$ cat src/rtl/signal_capture_pkg.sv
// Shared types and default sizing for the signal window capture block.
package signal_capture_pkg;

  typedef enum logic [1:0] {
    ST_IDLE    = 2'd0,
    ST_POST    = 2'd1,
    ST_READOUT = 2'd2
  } capture_state_t;

  localparam int unsigned DEF_CHANNELS     = 16;
  localparam int unsigned DEF_PRE_SAMPLES  = 8;
  localparam int unsigned DEF_POST_SAMPLES = 24;
  localparam int unsigned DEF_DEPTH        = 64;

  localparam int unsigned HEADER_W = 16;

endpackage

$ cat src/rtl/sample_ring_buffer.sv
// Simple dual-port sample store: one write port, registered read port with enable.
module sample_ring_buffer #(
  parameter int unsigned WIDTH = 16,
  parameter int unsigned DEPTH = 64,
  localparam int unsigned AW   = $clog2(DEPTH)
) (
  input  logic             clk,
  input  logic             areset,
  input  logic             wr_en,
  input  logic [AW-1:0]    wr_addr,
  input  logic [WIDTH-1:0] wr_data,
  input  logic             rd_en,
  input  logic [AW-1:0]    rd_addr,
  output logic [WIDTH-1:0] rd_data
);

  logic [WIDTH-1:0] mem [DEPTH];

  // Storage array; contents are don't-care after reset.
  always_ff @(posedge clk) begin
    if (wr_en) mem[wr_addr] <= wr_data;
  end

  // Read register; cleared by reset so the stream data reads zero.
  always_ff @(posedge clk or posedge areset) begin
    if (areset)     rd_data <= '0;
    else if (rd_en) rd_data <= mem[rd_addr];
  end

endmodule

$ cat src/rtl/signal_window_capture.sv
// Captures a pre/post-trigger window of the channel bus and streams it out.
// Optional macro SIGNAL_WINDOW_HEADER_EN prepends a 16-bit window sequence
// number beat to every window.
module signal_window_capture
  import signal_capture_pkg::*;
#(
  parameter int unsigned CHANNELS     = DEF_CHANNELS,
  parameter int unsigned PRE_SAMPLES  = DEF_PRE_SAMPLES,
  parameter int unsigned POST_SAMPLES = DEF_POST_SAMPLES,
  parameter int unsigned DEPTH        = DEF_DEPTH
) (
  input  logic                clk,
  input  logic                areset,
  input  logic [CHANNELS-1:0] signals_i,
  input  logic                trigger_i,
  output logic [CHANNELS-1:0] m_data_o,
  output logic                m_valid_o,
  input  logic                m_ready_i,
  output logic                m_last_o,
  output logic                armed_o,
  output logic                drop_o
);

  localparam int unsigned AW     = $clog2(DEPTH);
  localparam int unsigned WINDOW = PRE_SAMPLES + POST_SAMPLES + 1;
  localparam int unsigned BW     = $clog2(WINDOW + 1);
  localparam int unsigned PW     = $clog2(POST_SAMPLES + 1);
  localparam int unsigned FW     = $clog2(PRE_SAMPLES + 1);

  capture_state_t    state;
  logic [AW-1:0]     wr_ptr;
  logic [AW-1:0]     trig_ptr;
  logic [AW-1:0]     rd_ptr;
  logic [FW-1:0]     fill;
  logic [PW-1:0]     post_cnt;
  logic [BW-1:0]     beat_cnt;
  logic [CHANNELS-1:0] rd_data;

  logic              wr_en_c;
  logic              rd_en_c;
  logic [AW-1:0]     rd_addr_c;
  logic              handshake_c;
  logic              start_c;
  logic              last_beat_c;
  logic [FW-1:0]     fill_next_c;

`ifdef SIGNAL_WINDOW_HEADER_EN
  logic                hdr_phase;
  logic [HEADER_W-1:0] seq_num;
`endif

  assign handshake_c = m_valid_o && m_ready_i;
  assign wr_en_c     = (state != ST_READOUT);
  assign start_c     = (state == ST_POST) && (post_cnt == PW'(POST_SAMPLES - 1));
  assign last_beat_c = (beat_cnt == BW'(WINDOW - 1));
  assign fill_next_c = (fill == FW'(PRE_SAMPLES)) ? fill : fill + FW'(1);

`ifdef SIGNAL_WINDOW_HEADER_EN
  assign m_data_o = hdr_phase ? CHANNELS'(seq_num) : rd_data;
`else
  assign m_data_o = rd_data;
`endif

  // Read issue: fetch the next sample whenever a new beat must be presented.
  always_comb begin
    rd_en_c   = 1'b0;
    rd_addr_c = rd_ptr;
`ifdef SIGNAL_WINDOW_HEADER_EN
    if ((state == ST_READOUT) && handshake_c) begin
      if (hdr_phase) begin
        rd_en_c   = 1'b1;
        rd_addr_c = rd_ptr;
      end else if (!last_beat_c) begin
        rd_en_c   = 1'b1;
        rd_addr_c = rd_ptr + AW'(1);
      end
    end
`else
    if (start_c) begin
      rd_en_c   = 1'b1;
      rd_addr_c = trig_ptr - AW'(PRE_SAMPLES);
    end else if ((state == ST_READOUT) && handshake_c && !last_beat_c) begin
      rd_en_c   = 1'b1;
      rd_addr_c = rd_ptr + AW'(1);
    end
`endif
  end

  sample_ring_buffer #(
    .WIDTH (CHANNELS),
    .DEPTH (DEPTH)
  ) u_ring (
    .clk     (clk),
    .areset  (areset),
    .wr_en   (wr_en_c),
    .wr_addr (wr_ptr),
    .wr_data (signals_i),
    .rd_en   (rd_en_c),
    .rd_addr (rd_addr_c),
    .rd_data (rd_data)
  );

  // Capture FSM with pointers, counters and registered stream/status outputs.
  always_ff @(posedge clk or posedge areset) begin
    if (areset) begin
      state     <= ST_IDLE;
      wr_ptr    <= '0;
      trig_ptr  <= '0;
      rd_ptr    <= '0;
      fill      <= '0;
      post_cnt  <= '0;
      beat_cnt  <= '0;
      m_valid_o <= 1'b0;
      m_last_o  <= 1'b0;
      armed_o   <= 1'b0;
      drop_o    <= 1'b0;
`ifdef SIGNAL_WINDOW_HEADER_EN
      hdr_phase <= 1'b0;
      seq_num   <= '0;
`endif
    end else begin
      drop_o  <= trigger_i && !((state == ST_IDLE) && armed_o);
      armed_o <= 1'b0;
      if (wr_en_c) wr_ptr <= wr_ptr + AW'(1);

      case (state)
        ST_IDLE: begin
          if (trigger_i && armed_o) begin
            state    <= ST_POST;
            trig_ptr <= wr_ptr;
            post_cnt <= '0;
          end else begin
            fill    <= fill_next_c;
            armed_o <= (fill_next_c == FW'(PRE_SAMPLES));
          end
        end

        ST_POST: begin
          post_cnt <= post_cnt + PW'(1);
          if (start_c) begin
            state     <= ST_READOUT;
            rd_ptr    <= trig_ptr - AW'(PRE_SAMPLES);
            beat_cnt  <= '0;
            m_valid_o <= 1'b1;
            m_last_o  <= 1'b0;
`ifdef SIGNAL_WINDOW_HEADER_EN
            hdr_phase <= 1'b1;
`endif
          end
        end

        ST_READOUT: begin
          if (handshake_c) begin
`ifdef SIGNAL_WINDOW_HEADER_EN
            if (hdr_phase) begin
              hdr_phase <= 1'b0;
              m_last_o  <= 1'b0;
            end else
`endif
            if (last_beat_c) begin
              state     <= ST_IDLE;
              fill      <= '0;
              m_valid_o <= 1'b0;
              m_last_o  <= 1'b0;
`ifdef SIGNAL_WINDOW_HEADER_EN
              seq_num   <= seq_num + HEADER_W'(1);
`endif
            end else begin
              rd_ptr   <= rd_ptr + AW'(1);
              beat_cnt <= beat_cnt + BW'(1);
              m_last_o <= (beat_cnt == BW'(WINDOW - 2));
            end
          end
        end

        default: state <= ST_IDLE;
      endcase
    end
  end

endmodule
$ cat config.mk
export PLATFORM = sky130hd
export DESIGN_NAME = signal_window_capture
export DESIGN_NICKNAME = d
export VERILOG_FILES = /design/src/rtl/signal_capture_pkg.sv /design/src/rtl/sample_ring_buffer.sv /design/src/rtl/signal_window_capture.sv
export SDC_FILE = /design/constraint.sdc
export NUM_CORES = 1
export LEC_CHECK = 0
export CELL_PAD_IN_SITES_DETAIL_PLACEMENT = 0
export CELL_PAD_IN_SITES_GLOBAL_PLACEMENT = 1
export CORE_MARGIN = 1.5
export CORE_UTILIZATION = 55
export CTS_CLUSTER_SIZE = 30
export DETAILED_ROUTE_END_ITERATION = 10
export HOLD_SLACK_MARGIN = 0.06
export PLACE_DENSITY = 0.76
export SYNTH_ARGS = -nofsm -noshare
export SYNTH_HDL_FRONTEND = slang
export SYNTH_HIERARCHICAL = 1
export SYNTH_SLANG_ARGS = --single-unit
$ cat constraint.sdc
create_clock -name clk -period 10.1 [get_ports clk]
set_input_delay 1.515 -clock clk [delete_from_list [all_inputs] [get_ports clk]]
set_output_delay 1.515 -clock clk [all_outputs]
set_load 0.01 [all_outputs]
==> impl_metrics.json, run 1 <==
{
  "synth_top_family_by_area": "multiplexers",
  "fin_worst_skew_ns": 0.0206,
  "power.ir.vdd_worst_v": 0.000172,
  "initial_core_util": 0.555,
  "grt-ovfl-total": 0,
  "place_congestion": 0.825,
  "standard_cell_row_count": 101,
  "synth_compound_area_frac": 0.0442,
  "first_global_vias": 21300,
  "final_core_util": 0.623,
  "fin_tns_setup_ns": 0,
  "total_nets_final": 2303,
  "power_mw": 11.8,
  "clock_tree_from_tritoncts": "built",
  "grt_pass1_wl_mm": 145,
  "area_growth_pct": 12.3,
  "synth_xor_area_frac": 0.00208,
  "final_worst_path_period_share": 0.563,
  "clock_tree.root_cell": "sky130_fd_sc_hd__clkbuf_16",
  "slew_headroom": 0.167,
  "reg2reg_depth": 11,
  "slowest_delay_ns": 0.74,
  "worst_setup_path_end_kind": "register",
  "pre_cts_ws_ns": 3.85,
  "detailroute.via_count": 21500,
  "setup_slack_ns": 4.42,
  "synthArstFlopShare": 0.0510,
  "finalHoldViolations": 0,
  "routed_wirelength_mm": 99.3,
  "timing.max_cap.violations": 0,
  "standard_cell_with_the_maximum_stage_delay_on_the_critical_path": "sky130_fd_sc_hd__nor4_1",
  "fraction_of_the_mapped_netlist_area_in_simple_logic_gates": 0.0311,
  "cp_data_arrival_time_ns": 6.19,
  "min_path_type": "register to register",
  "ant_nets": 0,
  "path_cells": "clkdlybuf4s50_1, and4b_1, o21ai_4, or3_1, o211ai_1, buf_4, buf_4, nand4b_2, o22ai_1, nor4_1, and4_1, o22ai_1",
  "worst-path-max-fanout": 35,
  "dominantRegCellSynth": "sky130_fd_sc_hd__edfxtp_1",
  "post_synth_fa_ha_maj_area_fraction": 0.00238,
  "net_count_synth": 2181,
  "cts_max_path_bufs": 3,
  "grt_util_all_layers": 0.258,
  "rsz0062_at_grt": "false",
  "min_delay_path_depth": 1,
  "postCtsHoldBufs": 0,
  "core_area_um2": 75800,
  "worstPathRequired_ns": 10.60,
  "postSynthCellCount": 2153,
  "tritoncts_num_sinks": 1079,
  "clk_pin_slew_worst_paths_ns": 0.06,
  "synth.avg_cell_area_um2": 19.5,
  "design_area_um2": 47200,
  "detailedRoute.firstIterationViolations": 2427,
  "syn_area_um2": 42100,
  "grt_max_degree": 146,
  "power.leakage_nw": 15.2,
  "port_buffers": 39,
  "die_w_um": 280,
  "netlist-cell-type-count": 66,
  "dp_cell_count": 3143,
  "dieArea_um2": 78200,
  "timing.critical_path.from_type": "primary input",
  "muxShareOfSynthArea": 0.140,
  "ios": 40,
  "drcViolationCount": 0,
  "synth_edf_count": 1024,
  "postCtsResizedCells": 0,
  "outcome": "finished clean",
  "cts_inserted_buffers": 108,
  "layout-drive-gt1-share": 0.199,
  "detailedRoute.firstPassIterationCount": 5,
  "ys_ff_latch": 1079,
  "ys_warns": 6,
  "postPlaceCellArea_um2": 43700,
  "number_of_antenna_violations_at_the_first_check_in_global_routing": 2,
  "h-tree-depth": 3,
  "seq_area_frac_synth": 0.764,
  "holdWs_ns": 0.510,
  "fin_cells": 3343,
  "detailed_place_hpwl_mm": 57.3,
  "max_clock_freq_mhz": 176,
  "worstSkewPairLatency_ns": 0.67,
  "timing.final.crit_period_ns": 5.68,
  "power-per-cell-area_nw_per_um2": 250,
  "dieHeight_um": 280,
  "worst_slew_pin_slew_ns": 1.25,
  "route.detailed.wl_per_inst_um": 29.7,
  "report.final.setup_viol": 0,
  "criticalPathCategory": "primary input to register",
  "cts.repair_timing.setup_buffer_count": 0,
  "detail_route.vias_per_cell": 6.43,
  "final_max_slew_viol_count": 0
}
## state kept, by name, summed over array words and instances, names as in the netlist
name / count
u_ring/mem: 1024
u_ring/rd_data: 16
beat_cnt: 6
rd_ptr: 6
trig_ptr: 6
wr_ptr: 6
post_cnt: 5
fill: 4
state: 2
armed_o: 1
drop_o: 1
m_last_o: 1
m_valid_o: 1
## synth_stat cells, types with 4 or more instances
master / number / area, µm²
sky130_fd_sc_hd__o211ai_1: 5 / 37.5
sky130_fd_sc_hd__clkbuf_1: 38 / 143
sky130_fd_sc_hd__a31oi_1: 14 / 87.6
sky130_fd_sc_hd__buf_4: 15 / 113
sky130_fd_sc_hd__edfxtp_1: 1024 / 30700
sky130_fd_sc_hd__or3_1: 4 / 25.0
sky130_fd_sc_hd__nand3_1: 28 / 140
sky130_fd_sc_hd__xnor2_1: 5 / 43.8
sky130_fd_sc_hd__a221oi_1: 9 / 78.8
sky130_fd_sc_hd__a22oi_1: 62 / 465
sky130_fd_sc_hd__and4_1: 9 / 78.8
sky130_fd_sc_hd__a21oi_1: 46 / 230
sky130_fd_sc_hd__nand4_1: 5 / 31.3
sky130_fd_sc_hd__nand2b_1: 6 / 37.5
sky130_fd_sc_hd__inv_1: 10 / 37.5
sky130_fd_sc_hd__buf_1: 8 / 30.0
sky130_fd_sc_hd__a2111oi_0: 7 / 61.3
sky130_fd_sc_hd__buf_2: 43 / 215
sky130_fd_sc_hd__mux2_2: 18 / 203
sky130_fd_sc_hd__nor4_1: 10 / 62.6
sky130_fd_sc_hd__nor2b_1: 10 / 62.6
sky130_fd_sc_hd__mux4_2: 165 / 3720
sky130_fd_sc_hd__nand2_1: 41 / 154
sky130_fd_sc_hd__ha_1: 8 / 100
sky130_fd_sc_hd__xor2_1: 5 / 43.8
sky130_fd_sc_hd__o21ai_0: 37 / 185
sky130_fd_sc_hd__buf_6: 11 / 124
sky130_fd_sc_hd__nor2_1: 118 / 443
sky130_fd_sc_hd__dfrtp_1: 55 / 1380
sky130_fd_sc_hd__a21o_1: 8 / 60.1
sky130_fd_sc_hd__nand4bb_1: 4 / 45.0
sky130_fd_sc_hd__a211oi_1: 9 / 67.6
sky130_fd_sc_hd__o22ai_1: 73 / 457
sky130_fd_sc_hd__mux2i_1: 197 / 1970
## power by group
| group | leakage, nW | total (mW) | switching [mW] | internal, mW |
|---|---|---|---|---|
| sequential | 9.92 | 5.42 | 0.168 | 5.25 |
| combinational | 3.53 | 2.50 | 1.55 | 0.947 |
| clock | 1.71 | 3.91 | 1.65 | 2.26 |
| total | 15.2 | 11.8 | 3.37 | 8.46 |
## final timing paths
check | startpoint | to | slack [ns]
max reg2reg | post_cnt[0]$_DFFE_PP0P_ | u_ring/rd_data[11]$_DFFE_PP0P_ | 5.18
max in group asynchronous | areset | u_ring/rd_data[7]$_DFFE_PP0P_ | 8.01
min in group asynchronous | areset | beat_cnt[4]$_DFFE_PP0P_ | 1.40
max | m_ready_i | u_ring/rd_data[11]$_DFFE_PP0P_ | 4.42
min reg2reg | trig_ptr[2]$_DFFE_PP0P_ | trig_ptr[2]$_DFFE_PP0P_ | 0.51
min | trig_ptr[2]$_DFFE_PP0P_ | trig_ptr[2]$_DFFE_PP0P_ | 0.51
## layout by cell type, fill, tap and decap left out, types with 5 or more instances in the layout
cell,netlist,routed
sky130_fd_sc_hd__nor2_1,118,116
sky130_fd_sc_hd__nand2b_1,6,6
sky130_fd_sc_hd__o21ai_0,37,36
sky130_fd_sc_hd__dfrtp_1,55,55
sky130_fd_sc_hd__o22ai_1,73,72
sky130_fd_sc_hd__bufinv_16,0,8
sky130_fd_sc_hd__a221oi_1,9,9
sky130_fd_sc_hd__a31oi_1,14,14
sky130_fd_sc_hd__clkinv_2,0,18
sky130_fd_sc_hd__nand3_1,28,28
sky130_fd_sc_hd__mux4_2,165,165
sky130_fd_sc_hd__clkbuf_16,0,110
sky130_fd_sc_hd__a21o_1,8,8
sky130_fd_sc_hd__clkinv_1,0,23
sky130_fd_sc_hd__inv_1,10,10
sky130_fd_sc_hd__nand4_1,5,5
sky130_fd_sc_hd__mux2i_1,197,197
sky130_fd_sc_hd__buf_4,15,86
sky130_fd_sc_hd__buf_2,43,16
sky130_fd_sc_hd__nand2_1,41,41
sky130_fd_sc_hd__and4_1,9,9
sky130_fd_sc_hd__clkbuf_8,1,9
sky130_fd_sc_hd__nor4_1,10,10
sky130_fd_sc_hd__ha_1,8,8
sky130_fd_sc_hd__xnor2_1,5,5
sky130_fd_sc_hd__clkdlybuf4s50_1,0,23
sky130_fd_sc_hd__a211oi_1,9,9
sky130_fd_sc_hd__mux2_2,18,18
sky130_fd_sc_hd__a22oi_1,62,62
sky130_fd_sc_hd__edfxtp_1,1024,1024
sky130_fd_sc_hd__a21oi_1,46,46
sky130_fd_sc_hd__xor2_1,5,5
sky130_fd_sc_hd__o211ai_1,5,5
sky130_fd_sc_hd__a2111oi_0,7,7
sky130_fd_sc_hd__clkbuf_1,38,18
sky130_fd_sc_hd__nor2b_1,10,8
## cell families (layout without fill, tap and decap cells)
kind of cell | after synthesis | count (layout)
flops | 1079 | 1079
xor+xnor | 10 | 10
buf+inv | 129 | 339
simple gates | 263 | 263
other cells | 0 | 2
fa+ha+maj | 8 | 8
mux | 380 | 380
compound gates | 284 | 284
## cell type report
class                      instances  area [µm²]
sequential                      1079       32100
fill                            5256       28600
multi-input combinational        945        9310
clock buffer                     137        2940
tap                              978        1220
timing repair buffer             129        1040
clock inverter                    61         541
inverter                          12        45.0
antenna                            2        5.00
## layer usage
layer | share of wire | global-route usage | up-vias
met1 | 0.40 | 0.368 | 11300
met3 | 0.082 | 0.0447 | 168
met2 | 0.49 | 0.416 | 939
met4 | 0.026 | 0.0725 | 0
li1 | - | - | 9077
met5 | 0 | 0 | -
## critical path, delay by kind of cell
family,cells,cell delay (ns)
compound gates,4,0.57
simple gates,5,2.54
buf+inv,3,1.51
Note: power is estimated with default switching activity, not from simulation.
==> run 2, diff against run 1 <==
==> constraint.sdc (replaced) <==
create_clock -name clk -period 5.3 [get_ports clk]
set_input_delay 0.795 -clock clk [delete_from_list [all_inputs] [get_ports clk]]
set_output_delay 0.795 -clock clk [all_outputs]
set_load 0.01 [all_outputs]
==> run 2 against run 1 <==
- sequential cell count stayed put
- non-clock buffer count rose by 54
- design area increased by 0.79%
- combinational power grew 100%
- core utilization is 0.50 points higher
- global-route usage up 0.13 points
- wire length increased by 0.52%
- worst hold slack lost 0.0017 ns
- first-iteration DRC count is 0.37% lower
- register-to-register slack worse by 4.6 ns
- sequential share of layout area fell by 0.54 points
==> impl_metrics.json, run 2 (synthesis results as in run 1) <==
{
  "h-tree-depth": 3,
  "cts_inserted_buffers": 107,
  "final_max_slew_viol_count": 0,
  "timing.max_cap.violations": 0,
  "postPlaceCellArea_um2": 44300,
  "power.leakage_nw": 15.4,
  "ant_nets": 0,
  "die_w_um": 280,
  "standard_cell_row_count": 101,
  "seq_power_share": 0.457,
  "fin_worst_skew_ns": 0.0200,
  "r2r-end": "u_ring/rd_data[10]$_DFFE_PP0P_",
  "clock_tree.root_cell": "sky130_fd_sc_hd__clkbuf_16",
  "grt_pass1_wl_mm": 145,
  "min_path_type": "register to register",
  "holdWs_ns": 0.508,
  "ios": 40,
  "area_growth_pct": 13.1,
  "crit_path_frequent_cell": "sky130_fd_sc_hd__o22ai_1",
  "reg2reg_depth": 11,
  "place_congestion": 0.841,
  "dp_cell_count": 3197,
  "tritoncts_num_sinks": 1079,
  "cts.repair_timing.setup_buffer_count": 0,
  "cts_max_path_bufs": 3,
  "design_area_um2": 47600,
  "worstSkewPairLatency_ns": 0.66,
  "comb_power_share": 0.225,
  "initial_core_util": 0.555,
  "postCtsResizedCells": 0,
  "clk_pin_slew_worst_paths_ns": 0.06,
  "worst_slew_pin_slew_ns": 1.12,
  "p_sw_frac": 0.285,
  "rsz0062_at_grt": "false",
  "cellInternalPower_mw": 16.1,
  "power.net_switching_mw": 6.43,
  "worst_path_dominant_cell_family": "simple AND/OR/NAND/NOR gates",
  "postCtsHoldBufs": 0,
  "grt_max_degree": 77,
  "worst_setup_path_end_kind": "register",
  "detailed_place_hpwl_mm": 60.8,
  "drcViolationCount": 0,
  "layout_common_cells": "sky130_fd_sc_hd__edfxtp_1, sky130_fd_sc_hd__mux2i_1, sky130_fd_sc_hd__mux4_2",
  "power.ir.vdd_worst_v": 0.000359,
  "grt-ovfl-total": 0,
  "path_cells": "ha_1, and4b_1, nand2_1, a22oi_1, o22ai_4, buf_12, or4b_1, o22ai_1, nor4_1, and4_1, o22ai_1",
  "layout.cells.most_common": "sky130_fd_sc_hd__edfxtp_1",
  "worst_hold_startpoint": "trig_ptr[1]$_DFFE_PP0P_",
  "slew_headroom": 0.255,
  "first_global_vias": 21600,
  "hold_end": "trig_ptr[1]$_DFFE_PP0P_",
  "crit_buf_inv": 1,
  "worst-path-max-fanout": 27,
  "final_worst_path_period_share": 0.888,
  "dieHeight_um": 280,
  "standard_cell_with_the_maximum_stage_delay_on_the_critical_path": "sky130_fd_sc_hd__nor4_1",
  "number_of_antenna_violations_at_the_first_check_in_global_routing": 8,
  "critical_path.reg2reg.startpoint": "post_cnt[0]$_DFFE_PP0P_",
  "largest_reg_flops": 1024,
  "reg.largest.list": "u_ring/mem x1024, u_ring/rd_data x16",
  "min_delay_path_depth": 1,
  "fin_cells": 3391,
  "fin_tns_setup_ns": 0,
  "criticalPathCategory": "register to register",
  "largest_reg_by_ff_count": "u_ring/mem",
  "port_buffers": 39,
  "detailedRoute.firstIterationViolations": 2418,
  "detailroute.via_count": 21400,
  "finalHoldViolations": 0,
  "route.detailed.wl_per_inst_um": 29.4,
  "outcome": "finished clean",
  "report.final.setup_viol": 0,
  "detail_route.vias_per_cell": 6.32,
  "max_clock_freq_mhz": 212,
  "core_area_um2": 75800,
  "timing.final.crit_period_ns": 4.71,
  "layout-drive-gt1-share": 0.213,
  "cp_data_arrival_time_ns": 5.23,
  "routed_wirelength_mm": 99.9,
  "slowest_delay_ns": 0.74,
  "ff2ff_setup_slack_ns": 0.59,
  "dieArea_um2": 78200,
  "clock_tree_from_tritoncts": "built",
  "grt_util_all_layers": 0.259,
  "clock_power_share": 0.317,
  "total_nets_final": 2356,
  "timing.critical_path.from_type": "register",
  "detailedRoute.firstPassIterationCount": 5,
  "worstPathRequired_ns": 5.82,
  "critical_path_depth": 11,
  "power-per-cell-area_nw_per_um2": 474
}
==> run 2: area by class of cell <==
type | count | area [µm²]
Sequential cell | 1079 | 32100
Fill cell | 5252 | 28200
Timing Repair Buffer | 183 | 1600
Tap cell | 978 | 1220
Inverter | 12 | 45.0
Clock inverter | 52 | 468
Antenna cell | 1 | 2.50
Multi-Input combinational cell | 945 | 9300
Clock buffer | 141 | 2840
==> run 2: worst max-delay path by stage <==
| stage | startpoint | endpoint | slack [ns] |
|---|---|---|---|
| 4_1_cts | post_cnt[0]$_DFFE_PP0P_ | u_ring/rd_data[10]$_DFFE_PP0P_ | 0.60 |
| 6_report | post_cnt[0]$_DFFE_PP0P_ | u_ring/rd_data[10]$_DFFE_PP0P_ | 0.59 |
| 5_1_grt | post_cnt[0]$_DFFE_PP0P_ | u_ring/rd_data[10]$_DFFE_PP0P_ | 0.34 |
| 2_1_floorplan | m_ready_i | u_ring/rd_data[6]$_DFFE_PP0P_ | 1.88 |
| 3_5_place_dp | m_ready_i | u_ring/rd_data[10]$_DFFE_PP0P_ | 0.06 |
| 3_3_place_gp | m_ready_i | u_ring/rd_data[0]$_DFFE_PP0P_ | 0.004 |
==> run 2: metal layers <==
layer,share of wire,vias to the layer above,global-route usage,routed length [µm]
li1,-,9193,-,-
met1,0.40,11200,0.366,40200
met2,0.48,887,0.405,47600
met3,0.081,199,0.0495,8110
met4,0.039,8,0.103,3900
met5,0.00054,-,0,54
==> run 2: through the flow <==
stage | worst slack, ns | total power, mW | utilization
after floorplan | 1.88 | 13.6 | -
after global placement | 0.00377 | 15.5 | 0.584
after detailed placement | 0.0636 | 15.6 | 0.584
after CTS | 0.600 | 22.7 | 0.628
after global routing | 0.338 | 23.3 | 0.628
final | 0.593 | 22.5 | 0.628
==> run 2: power groups by stage <==
| stage | sequential (mW) | clock (mW) | combinational [mW] |
|---|---|---|---|
| 2_1_floorplan | 10.3 | 0 | 3.24 |
| 3_3_place_gp | 10.4 | 0 | 5.03 |
| 3_5_place_dp | 10.5 | 0 | 5.08 |
| 4_1_cts | 10.3 | 7.28 | 5.10 |
| 5_1_grt | 10.4 | 7.58 | 5.39 |
| 6_report | 10.3 | 7.16 | 5.08 |
==> run 2: worst reg2reg max path: cells and delay by family, from the launching register on <==
family	cells	cell delay, ns
AOI/OAI and AO/OA	4	1.19
adders and majority gates	1	0.25
buffers and inverters	1	0.29
DFF	1	0.40
and+or+nand+nor	5	2.43
